===== config.mk =====
export PLATFORM = sky130hd
export DESIGN_NAME = port_sel_bank_flat
export DESIGN_NICKNAME = d
export VERILOG_FILES = /design/src/rtl/port_sel_bank_if.sv /design/src/rtl/port_sel_bank.sv /design/src/flat_wrapper.sv
export SDC_FILE = /design/constraint.sdc
export NUM_CORES = 1
export LEC_CHECK = 0
export CAP_MARGIN = 20
export CORE_ASPECT_RATIO = 0.9
export CORE_MARGIN = 1.5
export CORE_UTILIZATION = 40
export DETAILED_ROUTE_END_ITERATION = 7
export DONT_BUFFER_PORTS = 1
export PLACE_DENSITY = 0.51
export SYNTH_ARGS = -nofsm -noshare
export SYNTH_HDL_FRONTEND = slang
export SYNTH_SLANG_ARGS = --single-unit
export TNS_END_PERCENT = 20

===== constraint.sdc =====
create_clock -name clk -period 4.8 [get_ports clk]
set_input_delay 0.72 -clock clk [delete_from_list [all_inputs] [get_ports clk]]
set_output_delay 0.72 -clock clk [all_outputs]
set_load 0.005 [all_outputs]

===== src/rtl/port_sel_bank_if.sv =====
// port_sel_bank_if: strobed register bus between a bus master and the select-register bank
interface port_sel_bank_if #(
  parameter int DATA_W = 8,
  parameter int IDX_W = 2
);
  logic [DATA_W-1:0] data_o;
  logic [IDX_W+1:0]  addr;
  logic              wr_n;
  logic              rd_n;
  logic              en;
  logic [DATA_W-1:0] data_i;
  modport master (output data_o, addr, wr_n, rd_n, en, input data_i);
  modport slave (input data_o, addr, wr_n, rd_n, en, output data_i);
endinterface


===== src/rtl/port_sel_bank.sv =====
// port_sel_bank: bank of pin/peripheral select registers written over an asynchronously strobed bus
module port_sel_bank #(
  parameter int DATA_W = 8,
  parameter int NUM_REGS = 4,
  parameter int IDX_W = 2,
  parameter int PULSE_CYC = 16,
  parameter logic [DATA_W-1:0] RESET_VAL = '0
) (
  input  logic                       clk,
  input  logic                       rst,
  port_sel_bank_if.slave             bus,
  output logic [NUM_REGS*DATA_W-1:0] sel,
  output logic [NUM_REGS-1:0]        pulse_busy
);
  localparam int CW = $clog2(PULSE_CYC + 1);
  logic [DATA_W-1:0] reg_q [NUM_REGS];
  logic [DATA_W-1:0] reg_d [NUM_REGS];
  logic [DATA_W-1:0] pend_q [NUM_REGS];
  logic [DATA_W-1:0] pend_d [NUM_REGS];
  logic [CW-1:0]     cnt_q [NUM_REGS];
  logic [CW-1:0]     cnt_d [NUM_REGS];
  logic [2:0]        sync_q;
  logic              cap_en_q;
  logic [IDX_W+1:0]  cap_addr_q;
  logic [DATA_W-1:0] cap_data_q;
  logic [DATA_W-1:0] data_i_q;
  logic [DATA_W-1:0] rd_d;
  logic              commit;
  logic [1:0]        op;
  logic [IDX_W-1:0]  idx;
  // commit fires once, two clocks after the strobe's rising edge is first seen
  assign commit = sync_q[1] & ~sync_q[2] & cap_en_q;
  assign op = cap_addr_q[IDX_W+1:IDX_W];
  assign idx = cap_addr_q[IDX_W-1:0];
  assign bus.data_i = data_i_q;
  // expiry is resolved first so a same-cycle op acts on the post-expiry value
  always_comb begin
    rd_d = '0;
    for (int k = 0; k < NUM_REGS; k++) begin
      reg_d[k] = (cnt_q[k] == CW'(1)) ? reg_q[k] & ~pend_q[k] : reg_q[k];
      pend_d[k] = (cnt_q[k] == CW'(1)) ? '0 : pend_q[k];
      cnt_d[k] = (cnt_q[k] != '0) ? cnt_q[k] - CW'(1) : '0;
      if (commit && idx == IDX_W'(k))
        case (op)
          2'b00: begin
            reg_d[k] = cap_data_q;
            pend_d[k] = '0;
            cnt_d[k] = '0;
          end
          2'b01: reg_d[k] = reg_d[k] | cap_data_q;
          2'b10: begin
            reg_d[k] = reg_d[k] & ~cap_data_q;
            pend_d[k] = pend_d[k] & ~cap_data_q;
          end
          2'b11: begin
            reg_d[k] = reg_d[k] | cap_data_q;
            pend_d[k] = pend_d[k] | cap_data_q;
            cnt_d[k] = CW'(PULSE_CYC);
          end
        endcase
      if (bus.addr[IDX_W-1:0] == IDX_W'(k)) rd_d = reg_q[k];
    end
  end
  always_ff @(posedge clk) begin
    if (rst) begin
      sync_q <= 3'b111;
      cap_en_q <= 1'b0;
      cap_addr_q <= '0;
      cap_data_q <= '0;
      data_i_q <= '0;
      reg_q <= '{default: RESET_VAL};
      pend_q <= '{default: '0};
      cnt_q <= '{default: '0};
    end else begin
      sync_q <= {sync_q[1:0], bus.wr_n};
      if (!bus.wr_n) {cap_en_q, cap_addr_q, cap_data_q} <= {bus.en, bus.addr, bus.data_o};
      if (bus.en && !bus.rd_n) data_i_q <= rd_d;
      reg_q <= reg_d;
      pend_q <= pend_d;
      cnt_q <= cnt_d;
    end
  end
  for (genvar g = 0; g < NUM_REGS; g++) begin : g_out
    assign sel[g*DATA_W +: DATA_W] = reg_q[g];
    assign pulse_busy[g] = cnt_q[g] != '0;
  end
endmodule


===== src/flat_wrapper.sv =====
// flat-port wrapper written by rule: the top's interface ports become plain ports
module port_sel_bank_flat 
#(
  parameter int DATA_W = 8,
  parameter int NUM_REGS = 4,
  parameter int IDX_W = 2,
  parameter int PULSE_CYC = 16,
  parameter logic [DATA_W-1:0] RESET_VAL = '0
)
  (clk, rst, sel, pulse_busy, bus_data_o, bus_addr, bus_wr_n, bus_rd_n, bus_en, bus_data_i);
  port_sel_bank_if #(.DATA_W(DATA_W), .IDX_W(IDX_W)) bus_i ();
  input  logic clk;
  input  logic rst;
  output logic [NUM_REGS*DATA_W-1:0] sel;
  output logic [NUM_REGS-1:0] pulse_busy;
  input wire logic [$bits(bus_i.data_o)-1:0] bus_data_o;
  input wire logic [$bits(bus_i.addr)-1:0] bus_addr;
  input wire logic [$bits(bus_i.wr_n)-1:0] bus_wr_n;
  input wire logic [$bits(bus_i.rd_n)-1:0] bus_rd_n;
  input wire logic [$bits(bus_i.en)-1:0] bus_en;
  output wire logic [$bits(bus_i.data_i)-1:0] bus_data_i;
  assign bus_i.data_o = bus_data_o;
  assign bus_i.addr = bus_addr;
  assign bus_i.wr_n = bus_wr_n;
  assign bus_i.rd_n = bus_rd_n;
  assign bus_i.en = bus_en;
  assign bus_data_i = bus_i.data_i;
  port_sel_bank #(.DATA_W(DATA_W), .NUM_REGS(NUM_REGS), .IDX_W(IDX_W), .PULSE_CYC(PULSE_CYC), .RESET_VAL(RESET_VAL)) u_core (.clk(clk), .rst(rst), .bus(bus_i), .sel(sel), .pulse_busy(pulse_busy));
endmodule

==> metrics.yaml, run 1 <==
run_status: "finished, final reports clean"
clkPwrFrac_pct: 33.3
maxCapViolCount: 0
fin_crit_sh_pct: 47.12
timing.max_slew.rel_slack_pct: 31.63
rsz0062_at_grt: "no"
ys_ff_latch: 108
design.die.area_um2: 13280
h-tree-depth: 3
syn_to_final_growth_pct: 7.398
hold_slack_ns: 0.4098
drc: 0
cts_tree: "yes"
setup_tns_ns: 0
hold_viol: 0
cp_cell_sequence: "inv_1, ha_1, or2_1, o311ai_2, o21ai_0, a32o_1"
clock_path_buffers: 2
setup_slack_ns: 2.538
root_buffer: "clkbuf_16"
swShare_pct: 30.92
critical_path_required_ns: 5.05
seqPwrFrac_pct: 44.3
grt_pass1_vias: 3751
final-setup-viol-count: 0
worstSkewPairLatency_ns: 0.35
die-width_um: 121.3
wl_per_cell_um: 20.86
drtPass1Iterations: 5
worst-path-max-fanout: 11
reg2reg_depth: 6
fin_cells: 670
clock-sinks: 108
postCtsSetupBuffers: 0
coreArea_um2: 12170
drtIter0Drc: 344
syn-cell-area_um2: 5040
nets: 538
grt_pass1_wl_mm: 21.96
final_util_pct: 44.47
skew_ns: 0.005877
switchingPower_uw: 738.1
clock.fmax_mhz: 442.1
cts.clk_slew.worst_paths_ns: 0.07
path_class: "reg -> reg"
track_usage_pct: 21.97
period_needed_ns: 2.262
portBuffers: 0
cp_slowest_cell: "or2_1"
dp_slack_ns: 2.522
internal-power_mw: 1.649
stdcell_area_um2: 5413
placedCellCount: 654
drive_above_1_share_pct: 8.824
cts_buffers: 9
grt_max_degree: 94
antenna_cells: 0
synthDistinctLibCells: 50
via_count: 4037
antenna_found_initial: 0
die_y_um: 109.5
ant_nets: 0
layout_commonest_cell: "dfxtp_1"
initial_core_util_pct: 41.41
worst_pin_slew_ns: 1.023
power_leakage_nw: 1.706
seq_area_frac_synth_pct: 42.90
num_rows: 38
ios: 61
vias_per_cell: 6.025
startpoint_type: "flip-flop"
drt-total-wl_mm: 13.98
place.gp.congestion: 0.7834
slew_violations: 0
layout_common_cells: "dfxtp_1 (108), nand2_1 (60), a211oi_1 (54), nor2_1 (47), a22oi_1 (35)"
min_path_type: "reg -> reg"
avgSynthCellArea_um2: 9.581
dp_hpwl_mm: 10.20
ctsHoldBuffers: 0
yosys_warnings: 0
grt_overflow: 0
hold_path_depth: 1
synth_nets: 559
cp.arrival_ns: 2.51
place_area_um2: 5095
endpoint_kind: "flip-flop"
cpPeakStageDelay_ns: 0.47
p_total_mw: 2.387
netlist_instances: 526
cts.repair.resized: 0
p_comb_share_pct: 22.3
peakVddDrop_mv: 0.2605
power_density_nw_per_um2: 441.0
[final timing paths]
path	slack, ns	from	endpoint
max reg2reg	2.54	u_core.cap_addr_q[3]	u_core.sel[20]
max	2.54	u_core.cap_addr_q[3]	u_core.sel[20]
min reg2reg	0.41	u_core.sync_q[0]	u_core.sync_q[1]
min	0.41	u_core.sync_q[0]	u_core.sync_q[1]
[registers in the layout (all words and copies together), names as in the netlist]
signal and count:
u_core.bus.data_i 8, u_core.cap_addr_q 4, u_core.cap_data_q 8, u_core.cap_en_q 1
u_core.cnt_q 20, u_core.pend_q 32, u_core.sel 32, u_core.sync_q 3
[synthesized netlist by cell type, drive strengths merged]
master | count | area share (%)
nand4 | 1 | 0.12
o311a | 2 | 0.40
buf | 16 | 1.9
o21a | 1 | 0.15
o21ai | 10 | 0.99
mux4 | 8 | 3.6
dfxtp | 108 | 43
a211o | 2 | 0.35
ha | 16 | 4.0
nor2 | 50 | 3.9
nor3 | 18 | 2.1
nor3b | 2 | 0.30
a32oi | 20 | 3.5
o211ai | 4 | 0.60
nand3 | 2 | 0.20
nor4b | 4 | 1.2
o311ai | 3 | 1.0
and2 | 2 | 0.25
o32ai | 3 | 0.52
a32o | 8 | 1.6
nor2b | 8 | 0.99
a311oi | 2 | 0.35
a211oi | 54 | 8.0
a21boi | 3 | 0.45
nand2 | 60 | 4.5
nand2b | 6 | 0.74
a22oi | 35 | 5.2
or2 | 4 | 0.50
xnor2 | 8 | 1.4
and3b | 1 | 0.17
nor4 | 1 | 0.42
mux2i | 15 | 3.0
nand4b | 2 | 0.35
a21oi | 12 | 1.4
inv | 15 | 1.1
nand3b | 2 | 0.55
o2bb2ai | 1 | 0.17
clkbuf | 17 | 1.3
[per-layer routing]
layer / share of wire, % / GRT usage [%] / wire length, um
met2: 45 / 33.49 / 6239
met5: 0 / 0 / 0
met1: 48 / 30.95 / 6773
met3: 6.2 / 6.483 / 860
met4: 0.74 / 4.370 / 104
[power groups by stage]
| stage | clock (mW) | combinational (mW) | sequential (mW) |
|---|---|---|---|
| after CTS | 0.818 | 0.542 | 1.06 |
| after floorplan | 0 | 0.440 | 1.05 |
| after global placement | 0 | 0.528 | 1.07 |
| final | 0.796 | 0.533 | 1.06 |
| after global routing | 0.857 | 0.606 | 1.07 |
| after detailed placement | 0 | 0.541 | 1.08 |
[cell type report]
type	instances	area, um^2
Fill cell	1182	6759
Multi-Input combinational cell	370	2669
Sequential cell	108	2162
Clock buffer	11	242.7
Tap cell	160	200.2
Clock inverter	5	75.07
Inverter	15	56.30
Timing Repair Buffer	1	7.507
[worst max-delay path, delay by kind of cell, from the launching register on]
family,cells,cell delay (ns)
compound gates,3,0.87
fa+ha+maj,1,0.36
buf+inv,1,0.07
flops,1,0.38
simple gates,1,0.47
[kinds of logic after synthesis]
| family | share of synthesized area [%] |
|---|---|
| buffers and inverters | 4.245 |
| muxes | 6.554 |
| and+or+nand+nor | 16.21 |
| DFF | 42.90 |
| xor gates and xnor gates | 1.390 |
| adders and majority gates | 3.972 |
| AOI/OAI and AO/OA | 24.73 |
No activity file was read; power rests on OpenSTA's default activity.
==> run 2: changes to the inputs <==
--- a/config.mk
+++ b/config.mk
@@ -11,7 +11,7 @@
 export CORE_UTILIZATION = 40
 export DETAILED_ROUTE_END_ITERATION = 7
 export DONT_BUFFER_PORTS = 1
-export PLACE_DENSITY = 0.51
+export PLACE_DENSITY = 0.53
 export SYNTH_ARGS = -nofsm -noshare
 export SYNTH_HDL_FRONTEND = slang
 export SYNTH_SLANG_ARGS = --single-unit
==> constraint.sdc (replaced) <==
create_clock -name clk -period 2 [get_ports clk]
set_input_delay 0.3 -clock clk [delete_from_list [all_inputs] [get_ports clk]]
set_output_delay 0.3 -clock clk [all_outputs]
set_load 0.005 [all_outputs]
==> metrics.yaml, run 2 (synthesis gave the netlist of run 1 again) <==
run_status: "finished, final reports clean"
ctsHoldBuffers: 0  # unchanged
drtPass1Iterations: 5  # unchanged
clock.fmax_mhz: 540.0  # +22%
postCtsSetupBuffers: 0  # unchanged
wl_per_cell_um: 20.15  # -3.4%
skew_ns: 0.007329  # +0.001452 ns
ios: 61  # unchanged
critical_path_required_ns: 2.24  # -2.81 ns
cts.clk_slew.worst_paths_ns: 0.07  # about the same
hold_viol: 0  # unchanged
grt_pass1_vias: 3980  # +6.1%
dp_hpwl_mm: 10.38  # +1.7%
place.gp.congestion: 0.7800  # -0.43%
startpoint_type: "flip-flop"
initial_core_util_pct: 41.41  # unchanged
root_buffer: "clkbuf_16"
drtIter0Drc: 359  # +4.4%
min_path_type: "in -> reg"
antenna_found_initial: 0  # unchanged
endpoint_kind: "flip-flop"
worst-path-max-fanout: 4  # -7
layout_common_cells: "dfxtp_1 (108), nand2_1 (60), a211oi_1 (54), nor2_1 (47), a22oi_1 (35)"
num_rows: 38  # unchanged
portBuffers: 0  # unchanged
vias_per_cell: 5.948  # -1.3%
syn_to_final_growth_pct: 10.92
die-width_um: 121.3  # unchanged
power_leakage_nw: 1.819  # +6.6%
slew_violations: 0  # unchanged
drt-total-wl_mm: 14.05  # +0.49%
antenna_cells: 0  # unchanged
cts_tree: "yes"
final_util_pct: 45.93  # +1.5 points
drc: 0  # unchanged
design.die.area_um2: 13280  # unchanged
worstSkewPairLatency_ns: 0.34  # about the same
coreArea_um2: 12170  # unchanged
fin_crit_sh_pct: 92.59  # +45 points
peakVddDrop_mv: 0.5543  # +110%
grt_overflow: 0  # unchanged
ant_nets: 0  # unchanged
critPathLaunch: "u_core.cap_addr_q[3]"
cts.repair.resized: 0  # unchanged
cts_buffers: 9  # unchanged
cp.arrival_ns: 2.09  # -0.42 ns
power_density_nw_per_um2: 993.4  # +130%
via_count: 4146  # +2.7%
worst_pin_slew_ns: 0.5933  # -0.4296 ns
crit_family: "compound AO/OA/AOI/OAI gates"
place_area_um2: 5318  # +4.4%
setup_tns_ns: 0  # unchanged
clock-sinks: 108  # unchanged
stdcell_area_um2: 5590  # +3.3%
maxCapViolCount: 0  # unchanged
grt_max_degree: 94  # unchanged
final-setup-viol-count: 0  # unchanged
cpPeakStageDelay_ns: 0.39  # -0.08 ns
timing.max_slew.rel_slack_pct: 60.36  # +29 points
cp_slowest_cell: "o311ai_2"
period_needed_ns: 1.852  # -0.4100 ns
r2r_start: "u_core.cap_addr_q[3]"
h-tree-depth: 3  # unchanged
die_y_um: 109.5  # unchanged
clock_path_buffers: 2  # unchanged
rsz0062_at_grt: "no"
grt_pass1_wl_mm: 22.27  # +1.4%
hold_path_startpoint: "rst"
layout_commonest_cell: "dfxtp_1"
nets: 566  # +5.2%
cp_cell_sequence: "inv_1, ha_1, or2_1, o311ai_2, o21ai_0, a32o_1"
drive_above_1_share_pct: 13.41  # +4.6 points
crit_buf_inv: 1  # unchanged
track_usage_pct: 21.92  # -0.052 points
path_class: "reg -> reg"
## run 2: routing by layer
layer	GRT usage, %	up-vias	wire [um]
met3	5.083	12	757
met5	0	-	0
li1	-	1990	-
met1	31.37	2039	6875
met4	5.714	0	182
met2	33.21	105	6229
## run 2: cell type report
cell class,count,area (um^2)
clock inverter,3,23.77
tap,160,200.2
fill,1171,6581
timing repair buffer,29,230.2
inverter,15,56.30
multi-input combinational,370,2671
sequential,108,2162
clock buffer,12,246.5
## run 2: path summary, 6_finish.rpt
check,cells past startpoint,to,slack [ns]
worst min register to register,1,u_core.sync_q[1],0.42
worst max-delay path,6,u_core.sel[28],0.15
worst min-delay path,1,u_core.pend_q[29],0.04
worst max register to register,6,u_core.sel[28],0.15
## run 2: power breakdown
part | switching [mW] | internal [mW]
logic | 0.808 | 0.573
clock network | 0.779 | 0.876
registers | 0.189 | 2.33
total | 1.78 | 3.78
## run 2: metrics by stage
step           instances  worst slack (ns)  power, mW  hold slack, ns
2_1_floorplan        526            0.2893      3.580          0.3895
3_3_place_gp         682            0.1240      3.917          0.3888
3_5_place_dp         682           0.08226      3.953          0.3901
4_1_cts              697           0.06535      5.609         0.02105
5_1_grt              697          0.009953      5.919         0.02572
6_report             697            0.1483      5.554         0.04132
